$ cat src/rtl/reg_operation_unit.sv
`default_nettype none
// ============================================================================
// Module   : reg_operation_unit
// Purpose  : Datapath stage behind the read/write sequencing controller.
//            Loads eight input-memory words into a register bank, computes the
//            truncated average and the unsigned range (max - min) of the bank,
//            and writes the registered results to output memory at the
//            controller-supplied address. A sticky flag reports a malformed
//            enable sequence (op on an incomplete bank, or a write of results
//            that were not refreshed since the last write / reset).
// Ports    : clk, rst        - clock, synchronous active-high reset
//            data_in         - input-memory word, captured when en_reg is high
//            en_reg          - write data_in into bank[reg_index]
//            reg_index       - bank entry select (0..7)
//            en_op           - compute avg/range from the bank
//            en_out          - request an output write of the current results
//            addr_wr         - output write address, sampled with en_out
//            out_wen         - one-cycle output write strobe
//            out_addr        - output write address
//            out_avg         - floor(sum / 8)
//            out_range       - max - min
//            op_err          - sticky sequence error
//            wr_count        - number of writes since reset, saturating at 15
// Revision : 1.0 - initial release
// ============================================================================
module reg_operation_unit #(
    parameter int DW = 8,
    parameter int AW = 6
) (
    input  logic          clk,
    input  logic          rst,
    input  logic [DW-1:0] data_in,
    input  logic          en_reg,
    input  logic [2:0]    reg_index,
    input  logic          en_op,
    input  logic          en_out,
    input  logic [AW-1:0] addr_wr,
    output logic          out_wen,
    output logic [AW-1:0] out_addr,
    output logic [DW-1:0] out_avg,
    output logic [DW-1:0] out_range,
    output logic          op_err,
    output logic [3:0]    wr_count
);

    localparam logic [3:0] C_CNT_MAX = 4'd15;

    logic [DW-1:0] bank_q [8];
    logic [7:0]    valid_q;
    logic          fresh_q;
    logic [DW-1:0] res_avg_q;
    logic [DW-1:0] res_range_q;
    logic          out_wen_q;
    logic [AW-1:0] out_addr_q;
    logic [DW-1:0] out_avg_q;
    logic [DW-1:0] out_range_q;
    logic          op_err_q;
    logic [3:0]    wr_count_q;

    logic [DW+2:0] sum_d;
    logic [DW-1:0] max_d;
    logic [DW-1:0] min_d;
    logic [DW+2:0] avg_full_d;
    logic [7:0]    valid_d;

    // Reduction over the registered bank, so an op always sees the contents
    // from before any same-cycle load.
    always_comb begin
        sum_d = '0;
        max_d = bank_q[0];
        min_d = bank_q[0];
        for (int i = 0; i < 8; i++) begin
            sum_d = sum_d + {3'b000, bank_q[i]};
            if (bank_q[i] > max_d) max_d = bank_q[i];
            if (bank_q[i] < min_d) min_d = bank_q[i];
        end
        avg_full_d = sum_d >> 3;
    end

    // The op clears the mask first; a coincident load then re-sets its own bit.
    always_comb begin
        valid_d = en_op ? 8'h00 : valid_q;
        if (en_reg) valid_d[reg_index] = 1'b1;
    end

    always_ff @(posedge clk) begin
        if (rst) begin
            for (int i = 0; i < 8; i++) bank_q[i] <= '0;
            valid_q     <= '0;
            fresh_q     <= 1'b0;
            res_avg_q   <= '0;
            res_range_q <= '0;
            out_wen_q   <= 1'b0;
            out_addr_q  <= '0;
            out_avg_q   <= '0;
            out_range_q <= '0;
            op_err_q    <= 1'b0;
            wr_count_q  <= '0;
        end else begin
            valid_q   <= valid_d;
            out_wen_q <= en_out;

            if (en_reg) bank_q[reg_index] <= data_in;

            if (en_op) begin
                res_avg_q   <= avg_full_d[DW-1:0];
                res_range_q <= max_d - min_d;
            end

            // The write carries the results as they stand this cycle, so a
            // coincident op only affects the next write.
            if (en_out) begin
                out_addr_q  <= addr_wr;
                out_avg_q   <= res_avg_q;
                out_range_q <= res_range_q;
                if (wr_count_q != C_CNT_MAX) wr_count_q <= wr_count_q + 4'd1;
            end

            if (en_op) begin
                fresh_q <= 1'b1;
            end else if (en_out) begin
                fresh_q <= 1'b0;
            end

            if ((en_op && (valid_q != 8'hFF)) || (en_out && !fresh_q)) begin
                op_err_q <= 1'b1;
            end
        end
    end

    assign out_wen   = out_wen_q;
    assign out_addr  = out_addr_q;
    assign out_avg   = out_avg_q;
    assign out_range = out_range_q;
    assign op_err    = op_err_q;
    assign wr_count  = wr_count_q;

endmodule
`default_nettype wire
$ cat config.mk
export PLATFORM = sky130hd
export DESIGN_NAME = reg_operation_unit
export DESIGN_NICKNAME = d
export VERILOG_FILES = /design/src/rtl/reg_operation_unit.sv
export SDC_FILE = /design/constraint.sdc
export NUM_CORES = 1
export LEC_CHECK = 0
export CELL_PAD_IN_SITES_DETAIL_PLACEMENT = 1
export CELL_PAD_IN_SITES_GLOBAL_PLACEMENT = 1
export CORE_MARGIN = 1
export CORE_UTILIZATION = 25
export DETAILED_ROUTE_END_ITERATION = 12
export GPL_ROUTABILITY_DRIVEN = 1
export PLACE_DENSITY_LB_ADDON = 0.25
export SETUP_SLACK_MARGIN = 0.05
export SYNTH_ARGS = -nofsm -noshare
export SYNTH_HDL_FRONTEND = slang
export SYNTH_SLANG_ARGS = --single-unit
export TNS_END_PERCENT = 100
$ cat constraint.sdc
create_clock -name clk -period 27.5 [get_ports clk]
set_input_delay 6.875 -clock clk [delete_from_list [all_inputs] [get_ports clk]]
set_output_delay 6.875 -clock clk [all_outputs]
set_load 0.01 [all_outputs]
==> metrics.cfg, run 1 <==
[die]
dieArea_um2 = 40700
start_util_pct = 25.6
io_pins = 50
core_um2 = 39000
dieWidth_um = 202
num_rows = 72
dieHeight_um = 202

[setup_path]
reg2reg_to = res_range_q[7]
critPathMaxStageDelay_ps = 860
reg2reg_from = bank_q[0][7]
reg2regPathDepth = 80
r2r_setup_slack_ps = 9720
worst-path-max-fanout = 16
critPathLaunch = bank_q[0][7]
cp-start-kind = flip-flop
endpoint_kind = flip-flop
cp_slowest_cell = a21oi_1
cp_data_arrival_time_ps = 18090
required_ps = 27810
cp_common_cell = a21oi_1
path_class = reg -> reg

[global_route]
grtUsageMet2_pct = 28.0
grt-busiest-layer = met2
antenna_found_initial = 0
grt_pass1_vias = 8463
globalRouteMet3Util_pct = 1.39
grt_max_degree = 57
grt_remaining_overflow = 0
met1_usage_pct = 20.3
grt_use_total_pct = 15.7
grt_first_pass_wirelength_mm = 49.1

[clocking]
cts-resized-gates = 0
numCtsBuffers = 17
clockRootBuffer = clkbuf_16
insertion_delay_ps = 410
cts_htree_levels = 4
cts-hold-fix-buffers = 0
cts_buffer_depth = 2
clk_pin_slew_worst_paths_ps = 60
cts_sinks = 117
cts_tree = built
post_cts_buffers = 0

[route]
ant_nets = 0
drt_pre_antenna_iters = 4
drcViolationCount = 0
via_per_inst = 4.71
drt-initial-drc-count = 223
num_vias = 7655
wire_per_inst_um = 18.9
finalWirelength_mm = 30.6

[power_and_ir_drop]
pwr-share-seq_pct = 15.2
p_switching_uw = 679
comb_power_share_pct = 68.8
clkPwrFrac_pct = 16.0
powerDensity_nw_per_um2 = 127
power_leakage_nw = 5.34
p_total_mw = 1.49
p_int_uw = 810
peakVddDrop_uv = 70.6
switching_share_pct = 45.6

[place]
port_buffers = 49
dp_hpwl_mm = 24.9
pre_cts_ws_ps = 9760
gp_congestion = 0.857

[timing]
layout_min_cycle_time_ps = 17780
fin_crit_sh_pct = 64.7
rsz0062_at_grt = no
timing.fmax_mhz = 56.2
drv_slew = 0
tightest_slew_ps = 1180
max_slew_margin_pct = 20.6
hold_viol = 0
fin_ws_ps = 9720
setup_violations = 0
setup_tns_ps = 0
skew_ps = 7.48

[cells_and_area]
fin_nets = 1269
num_antenna_cells = 0
syn2layout_area_growth_pct = 17.2
drive_gt1_share_pct = 7.95
fin_util_pct = 30.0

[worst_hold_path]
whs_path_depth = 1
hold_path.class = reg -> reg
worstHoldStart = valid_q[1]
holdPathEnd = valid_q[1]

[synth]
synth_area_per_cell_um2 = 9.59
synthArstFlopShare_pct = 0
yosys_warnings = 0
synthTopCellsByCount = inv_1 (118), ha_1 (106), nor2_1 (96)
ys_seq_area_share_pct = 29.9
syn_nets = 1214
ys_ff_latch = 117
synth_top_area_share_pct = 19.3
synth.distinct_cells = 78
syn_inst = 1039
synth_edf_count = 64
synth.top_cells.by_area = edfxtp_1 (19%), ha_1 (13%), dfxtp_1 (11%), fa_1 (9.4%), mux2i_1 (8.7%)
synth.cell_area_um2 = 9970
synth_most_common_cell = inv_1
synthFlopType = edfxtp_1
synth_top_area_cell = edfxtp_1

[status]
status = complete, no violations

[flow_run]
drv_cap = 0

==> critical path, delay by kind of cell, from the launching register on <==
kind,cells,cell delay (ps)
buffers and inverters,7,700
DFF,1,450
adders and majority gates,8,2280
AOI/OAI and AO/OA,40,9220
and+or+nand+nor,20,3160
muxes,5,1860
==> placed cells by master (no fill, tap or decap), types with 5 or more instances in the layout <==
cell / synthesis / final
nand2_1: 50 / 50
nand3_1: 12 / 12
nand2b_1: 14 / 14
nor3_1: 12 / 12
clkbuf_16: 0 / 17
ha_1: 106 / 106
buf_4: 2 / 7
nand4_1: 12 / 12
mux2_2: 8 / 8
or2_2: 10 / 10
clkdlybuf4s50_1: 0 / 48
nor2b_1: 12 / 12
nor2_1: 96 / 96
a21oi_1: 57 / 57
a211oi_1: 9 / 9
xnor2_1: 11 / 11
edfxtp_1: 64 / 64
o21a_1: 6 / 6
dfxtp_1: 53 / 53
xor2_1: 8 / 8
mux2i_1: 87 / 87
and2_1: 65 / 65
o21ai_1: 5 / 5
inv_1: 118 / 118
a21o_1: 38 / 38
fa_1: 47 / 47
o21ai_0: 39 / 39
==> layout make-up <==
type	count	area, um^2
fill	4507	27300
multi-input combinational	784	6440
sequential	117	2980
tap	518	648
timing repair buffer	56	538
inverter	118	443
clock buffer	17	425
clock inverter	15	203
==> sequential cells by signal, summed over array words and instances, names as in the netlist <==
name and cells:
bank_q 64, out_avg 8, out_range 8, res_avg_q 8, res_range_q 8, valid_q 8
out_addr 6, wr_count 4, fresh_q 1, op_err 1, out_wen 1
==> routing by layer <==
metal	vias to the layer above	part of all wire, %
met2	86	50
met5	-	0
li1	3757	-
met3	22	2.0
met4	0	0.93
met1	3790	47
==> worst max path at each step <==
stage	end	slack (ps)
after floorplan	res_range_q[7]	12640
after global placement	res_range_q[7]	10300
after detailed placement	res_range_q[7]	9760
after CTS	res_range_q[7]	9720
after global routing	res_range_q[7]	8080
final	res_range_q[7]	9720
==> power by group through the flow <==
stage	combinational, mW	sequential (mW)	clock, mW
floorplan	0.782	0.222	0
global placement	1.02	0.231	0
global route	1.16	0.230	0.251
CTS	1.04	0.227	0.243
detailed placement	1.03	0.230	0
finish	1.02	0.227	0.238
==> kinds of logic after synthesis <==
group | count (synthesis) | synth area share (%)
DFF | 117 | 29.9
xor gates and xnor gates | 19 | 1.67
adders and majority gates | 155 | 23.0
and+or+nand+nor | 308 | 16.2
buffers and inverters | 138 | 5.42
muxes | 98 | 10.1
AOI/OAI and AO/OA | 204 | 13.8
==> through the flow <==
step	instance area, um^2	cells	hold slack [ps]
floorplan	9970	1039	426
global placement	11100	1593	434
detailed placement	11100	1593	444
CTS	11700	1625	457
global route	11700	1625	476
finish	11700	1625	451
No activity file was read; power rests on OpenSTA's default activity.
==> run 2: changes to the inputs <==
- clock period: 27.5 -> 17.2 ns (I/O delays scaled with it)
==> run 2 against run 1 <==
- sequential share of layout area shrank 0.21 points
- fmax up 12%
- non-clock buffer count rose by 6
- clock skew rose by 1.8 ps
- cell count is 0.37% higher
- highest routed layer unchanged
- largest power group unchanged
- first-iteration DRC count increased by 25%
- combinational power up 65%
- largest cell class unchanged
- clock power rose by 64%
- wire length rose by 1.7%
- critical endpoint unchanged
- hold slack got worse by 1.1 ps
==> metrics.cfg, run 2 (synthesis gave the netlist of run 1 again) <==
[clocking]
cts_htree_levels = 4  ; unchanged
cts_buffer_depth = 2  ; unchanged
clk_pin_slew_worst_paths_ps = 60  ; about the same
clockRootBuffer = clkbuf_16
numCtsBuffers = 17  ; unchanged
cts_tree = built
cts_sinks = 117  ; unchanged
insertion_delay_ps = 420  ; about the same

[timing]
fin_ws_ps = 1260  ; -8460 ps
setup_violations = 0  ; unchanged
drv_slew = 0  ; unchanged
tightest_slew_ps = 950  ; -228 ps
rsz0062_at_grt = no
max_slew_margin_pct = 36.7  ; +16 points
fin_crit_sh_pct = 92.7  ; +28 points
setup_tns_ps = 0  ; unchanged
layout_min_cycle_time_ps = 15940  ; -1840 ps
timing.fmax_mhz = 62.7  ; +12%
skew_ps = 9.28  ; +1.80 ps
hold_viol = 0  ; unchanged

[route]
ant_nets = 0  ; unchanged
drt-initial-drc-count = 278  ; +25%
num_vias = 7694  ; +0.51%
wire_per_inst_um = 19.1  ; +1.3%
drcViolationCount = 0  ; unchanged
drt_pre_antenna_iters = 4  ; unchanged
via_per_inst = 4.72  ; +0.14%
finalWirelength_mm = 31.1  ; +1.7%

[die]
dieArea_um2 = 40700  ; unchanged
start_util_pct = 25.6  ; unchanged
num_rows = 72  ; unchanged
io_pins = 50  ; unchanged
dieHeight_um = 202  ; unchanged
core_um2 = 39000  ; unchanged
dieWidth_um = 202  ; unchanged

[cells_and_area]
n_fill_cell = 4478  ; -0.64%
final_common_cell = inv_1
instances_no_fill = 1631  ; +0.37%
final_area_um2 = 11800  ; +0.85%
largest_register = bank_q
drive_gt1_share_pct = 9.07  ; +1.1 points
syn2layout_area_growth_pct = 18.2
multi_input_area_um2 = 6490  ; +0.70%
num_antenna_cells = 0  ; unchanged
largest_reg_flops = 64  ; unchanged
final_cell_mix = inv_1 (118), ha_1 (106), nor2_1 (96)
fin_nets = 1275  ; +0.47%
regArea_um2 = 2980  ; unchanged

[power_and_ir_drop]
comb_power_share_pct = 69.1  ; +0.3 points
peakVddDrop_uv = 110  ; +56%
pwr-share-seq_pct = 14.9  ; -0.3 points
switching_share_pct = 45.3  ; -0.35 points
clkPwrFrac_pct = 16.1  ; about the same
p_switching_mw = 1.10  ; +62%
p_int_mw = 1.33  ; +65%
powerDensity_nw_per_um2 = 207  ; +62%
power_leakage_nw = 5.37  ; +0.50%

[global_route]
grt_pass1_vias = 8374  ; -1.1%
globalRouteMet3Util_pct = 1.86  ; +0.47 points
grtUsageMet2_pct = 27.7  ; -0.30 points
grt_max_degree = 57  ; unchanged
grt_first_pass_wirelength_mm = 49.1  ; about the same
grt_remaining_overflow = 0  ; unchanged
antenna_found_initial = 0  ; unchanged
grt-busiest-layer = met2
grt_use_total_pct = 15.8  ; +0.10 points
met1_usage_pct = 20.2  ; -0.14 points

[setup_path]
worst-path-max-fanout = 16  ; unchanged
critPathMaxStageDelay_ps = 400  ; -460 ps
r2r_setup_slack_ps = 1260  ; -8460 ps
cp_data_arrival_time_ps = 16240  ; -1850 ps
reg2reg_to = res_range_q[7]
path_class = reg -> reg
cp-start-kind = flip-flop
reg2regPathDepth = 84  ; +5.0%
reg2reg_from = bank_q[0][7]
required_ps = 17500  ; -10,310 ps
critPathLaunch = bank_q[0][7]
endpoint_kind = flip-flop
crit_end = res_range_q[7]
cp_slowest_cell = edfxtp_1

[place]
placed_cells = 1598  ; +0.31%
placed_cell_area_um2 = 11100  ; +0.34%
port_buffers = 49  ; unchanged
gp_congestion = 0.832  ; -2.9%
dp_hpwl_mm = 25.1  ; +0.50%
pre_cts_ws_ps = 450  ; -9310 ps

[worst_hold_path]
whs_path_depth = 1  ; unchanged
hold_path.class = reg -> reg

[flow_run]
drv_cap = 0  ; unchanged

[status]
status = complete, no violations

==> run 2: changes by cell type in the layout (fill, tap and decap cells not counted), sizes merged <==
cell	before	now
buf	8	14
inv	121	118
bufinv	4	5
clkinv	6	7
clkinvlp	2	3
==> run 2: what timing repair did <==
item / CTS / global route
endpoints found under the setup margin: 0 / 5
setup buffers: 0 / 1
hold buffers: 0 / 0
gates resized for setup: 0 / 14
==> run 2: power by group through the flow <==
stage	clock network (mW)	logic, mW	registers, mW
2_1_floorplan	0	1.25	0.355
3_3_place_gp	0	1.64	0.368
3_5_place_dp	0	1.66	0.368
4_1_cts	0.397	1.68	0.363
5_1_grt	0.408	1.91	0.366
6_report	0.391	1.68	0.362
==> run 2: metal layers <==
layer | wire (um) | part of all wire (%)
met1 | 14400 | 46
met3 | 800 | 2.6
met5 | 0 | 0
met4 | 522 | 1.7
met2 | 15400 | 49
==> run 2: per-stage QoR <==
stage	util [%]	hold slack (ps)	total power [mW]
6_report	30.2	450	2.44
5_1_grt	30.2	481	2.69
4_1_cts	30.1	453	2.44
3_5_place_dp	28.4	440	2.02
3_3_place_gp	28.4	440	2.01
2_1_floorplan	-	426	1.61
==> run 2: worst min-delay path by stage <==
stage          startpoint  slack [ps]    endpoint
2_1_floorplan  valid_q[2]         430  valid_q[2]
3_3_place_gp   valid_q[0]         440  valid_q[0]
3_5_place_dp   valid_q[0]         440  valid_q[0]
4_1_cts        valid_q[0]         450  valid_q[0]
5_1_grt        valid_q[6]         480  valid_q[6]
6_report       valid_q[0]         450  valid_q[0]
==> run 2: worst max-delay path, delay by kind of cell, from the launching register on <==
kind	cells	cell delay, ps
mux	5	1600
flops	1	400
compound gates	39	7750
simple gates	22	2750
buf+inv	10	1010
fa+ha+maj	8	2270
==> run 2: cell type report <==
type / instances / area share (%)
clock buffers: 17 / 3.61
repair buffers: 62 / 4.95
clock inverters: 15 / 1.79
flip-flops and latches: 117 / 25.3
well taps: 518 / 5.50
multi-input cells: 784 / 55.1
inverters: 118 / 3.76
==> run 3: changes to the inputs <==
- CELL_PAD_IN_SITES_DETAIL_PLACEMENT: 1 -> unset
- CELL_PAD_IN_SITES_GLOBAL_PLACEMENT: 1 -> unset
==> run 3 against run 2 <==
- flip-flop and latch count did not move
- die area unchanged
- clock skew decreased by 0.59 ps
- wire length is 11% lower
- clock power down 6.9%
- critical path depth down 1
- sequential share of layout area rose by 0.10 points
- largest cell class unchanged
- critical endpoint unchanged
- power shrank 3.0%
==> metrics.cfg, run 3 (synthesis gave the netlist of run 1 again) <==
[clocking]
cts_tree = built
cts_sinks = 117  ; unchanged
clk_pin_slew_worst_paths_ps = 50  ; about the same
cts_buffer_depth = 2  ; unchanged
post_cts_buffers = 0  ; unchanged
insertion_delay_ps = 410  ; about the same
clockRootBuffer = clkbuf_16
cts_htree_levels = 4  ; unchanged
numCtsBuffers = 17  ; unchanged

[global_route]
grt_first_pass_wirelength_mm = 43.9  ; -11%
grt_remaining_overflow = 0  ; unchanged
antenna_found_initial = 0  ; unchanged
grt_use_total_pct = 14.0  ; -1.8 points
grt_pass1_vias = 7581  ; -9.5%
grt_max_degree = 57  ; unchanged

[die]
dieHeight_um = 202  ; unchanged
dieWidth_um = 202  ; unchanged
io_pins = 50  ; unchanged
start_util_pct = 25.6  ; unchanged
num_rows = 72  ; unchanged
core_um2 = 39000  ; unchanged
dieArea_um2 = 40700  ; unchanged

[setup_path]
cp.depth = 83  ; -1.2%
endpoint_kind = flip-flop
worst-path-max-fanout = 16  ; unchanged
reg2regPathDepth = 83  ; -1.2%
cp_data_arrival_time_ps = 16210  ; -30 ps
critPathBufInv = 9  ; -1
cp_slowest_cell = edfxtp_1
cp-start-kind = flip-flop
required_ps = 17510  ; about the same
path_class = reg -> reg
critPathMaxStageDelay_ps = 410  ; about the same
cp_top_family = compound AO/OA/AOI/OAI gates

[timing]
max_slew_margin_pct = 40.3  ; +3.6 points
tightest_slew_ps = 892  ; -58.4 ps
timing.fmax_mhz = 62.9  ; +0.21%
hold_viol = 0  ; unchanged
layout_min_cycle_time_ps = 15910  ; -33.6 ps
skew_ps = 8.69  ; -0.591 ps
drv_slew = 0  ; unchanged
fin_crit_sh_pct = 92.5  ; -0.20 points
rsz0062_at_grt = no
setup_violations = 0  ; unchanged
setup_tns_ps = 0  ; unchanged

[route]
wire_per_inst_um = 17.1  ; -11%
via_per_inst = 4.62  ; -2.1%
drt_pre_antenna_iters = 5  ; +1
ant_nets = 0  ; unchanged
drt-initial-drc-count = 325  ; +17%
drcViolationCount = 0  ; unchanged
num_vias = 7522  ; -2.2%
finalWirelength_mm = 27.8  ; -11%

[worst_hold_path]
whs_path_depth = 1  ; unchanged
hold_path.class = reg -> reg

[cells_and_area]
drive_gt1_share_pct = 8.38  ; -0.70 points
fin_nets = 1272  ; -0.24%
largest_register = bank_q
final_common_cell = inv_1
largest_reg_flops = 64  ; unchanged
syn2layout_area_growth_pct = 17.8
fin_util_pct = 30.1  ; -0.12 points
num_antenna_cells = 0  ; unchanged
final_cell_mix = inv_1 (118), ha_1 (106), nor2_1 (96)
final_area_um2 = 11700  ; -0.39%

[place]
dp_hpwl_mm = 22.6  ; -9.8%
gp_congestion = 0.845  ; +1.6%
port_buffers = 49  ; unchanged
placed_cell_area_um2 = 11100  ; -0.14%

[power_and_ir_drop]
powerDensity_nw_per_um2 = 201  ; -2.6%
power_leakage_nw = 5.34  ; -0.53%
peakVddDrop_uv = 118  ; +7.7%

[flow_run]
drv_cap = 0  ; unchanged

[status]
status = complete, no violations

[run 3: worst paths after layout]
| path | end | from | slack (ps) |
|---|---|---|---|
| worst max-delay path | res_range_q[7] | bank_q[0][7] | 1290 |
| worst min-delay path | valid_q[5] | valid_q[5] | 450 |
| worst max register to register | res_range_q[7] | bank_q[0][7] | 1290 |
| worst min register to register | valid_q[5] | valid_q[5] | 450 |
[run 3: final cells by class]
class	instances	area, um^2
fill	4075	27300
timing repair buffer	59	561
multi-input combinational	784	6500
sequential	117	2980
clock inverter	12	160
clock buffer	20	437
inverter	118	443
tap	518	648
[run 3: metal layers]
layer	vias to the layer above	track usage, %	wire [um]
li1	3759	-	-
met1	3629	18.5	13100
met2	117	24.4	13700
met3	17	1.67	687
met4	0	3.14	305
met5	-	0	0
[run 3: timing repair]
item                                    CTS  global route
endpoints found under the setup margin    0             7
gates resized for setup                   0            13
hold endpoints to repair                  0             0
hold buffers                              0             0
[run 3: report_power, final]
part | internal, mW | switching (mW) | leakage [nW]
Clock | 0.240 | 0.125 | 0.286
Sequential | 0.329 | 0.0329 | 1.05
Combinational | 0.734 | 0.903 | 4.00
Total | 1.30 | 1.06 | 5.34
[run 3: stage by stage]
stage               std cells  power [mW]  setup WS, ps  hold WS [ps]
finish                   1628        2.36          1290           451
global route             1628        2.61          3.59           467
CTS                      1628        2.37           486           456
detailed placement       1596        1.98           538           444
global placement         1596        1.98           890           435
floorplan                1039        1.61          2340           426
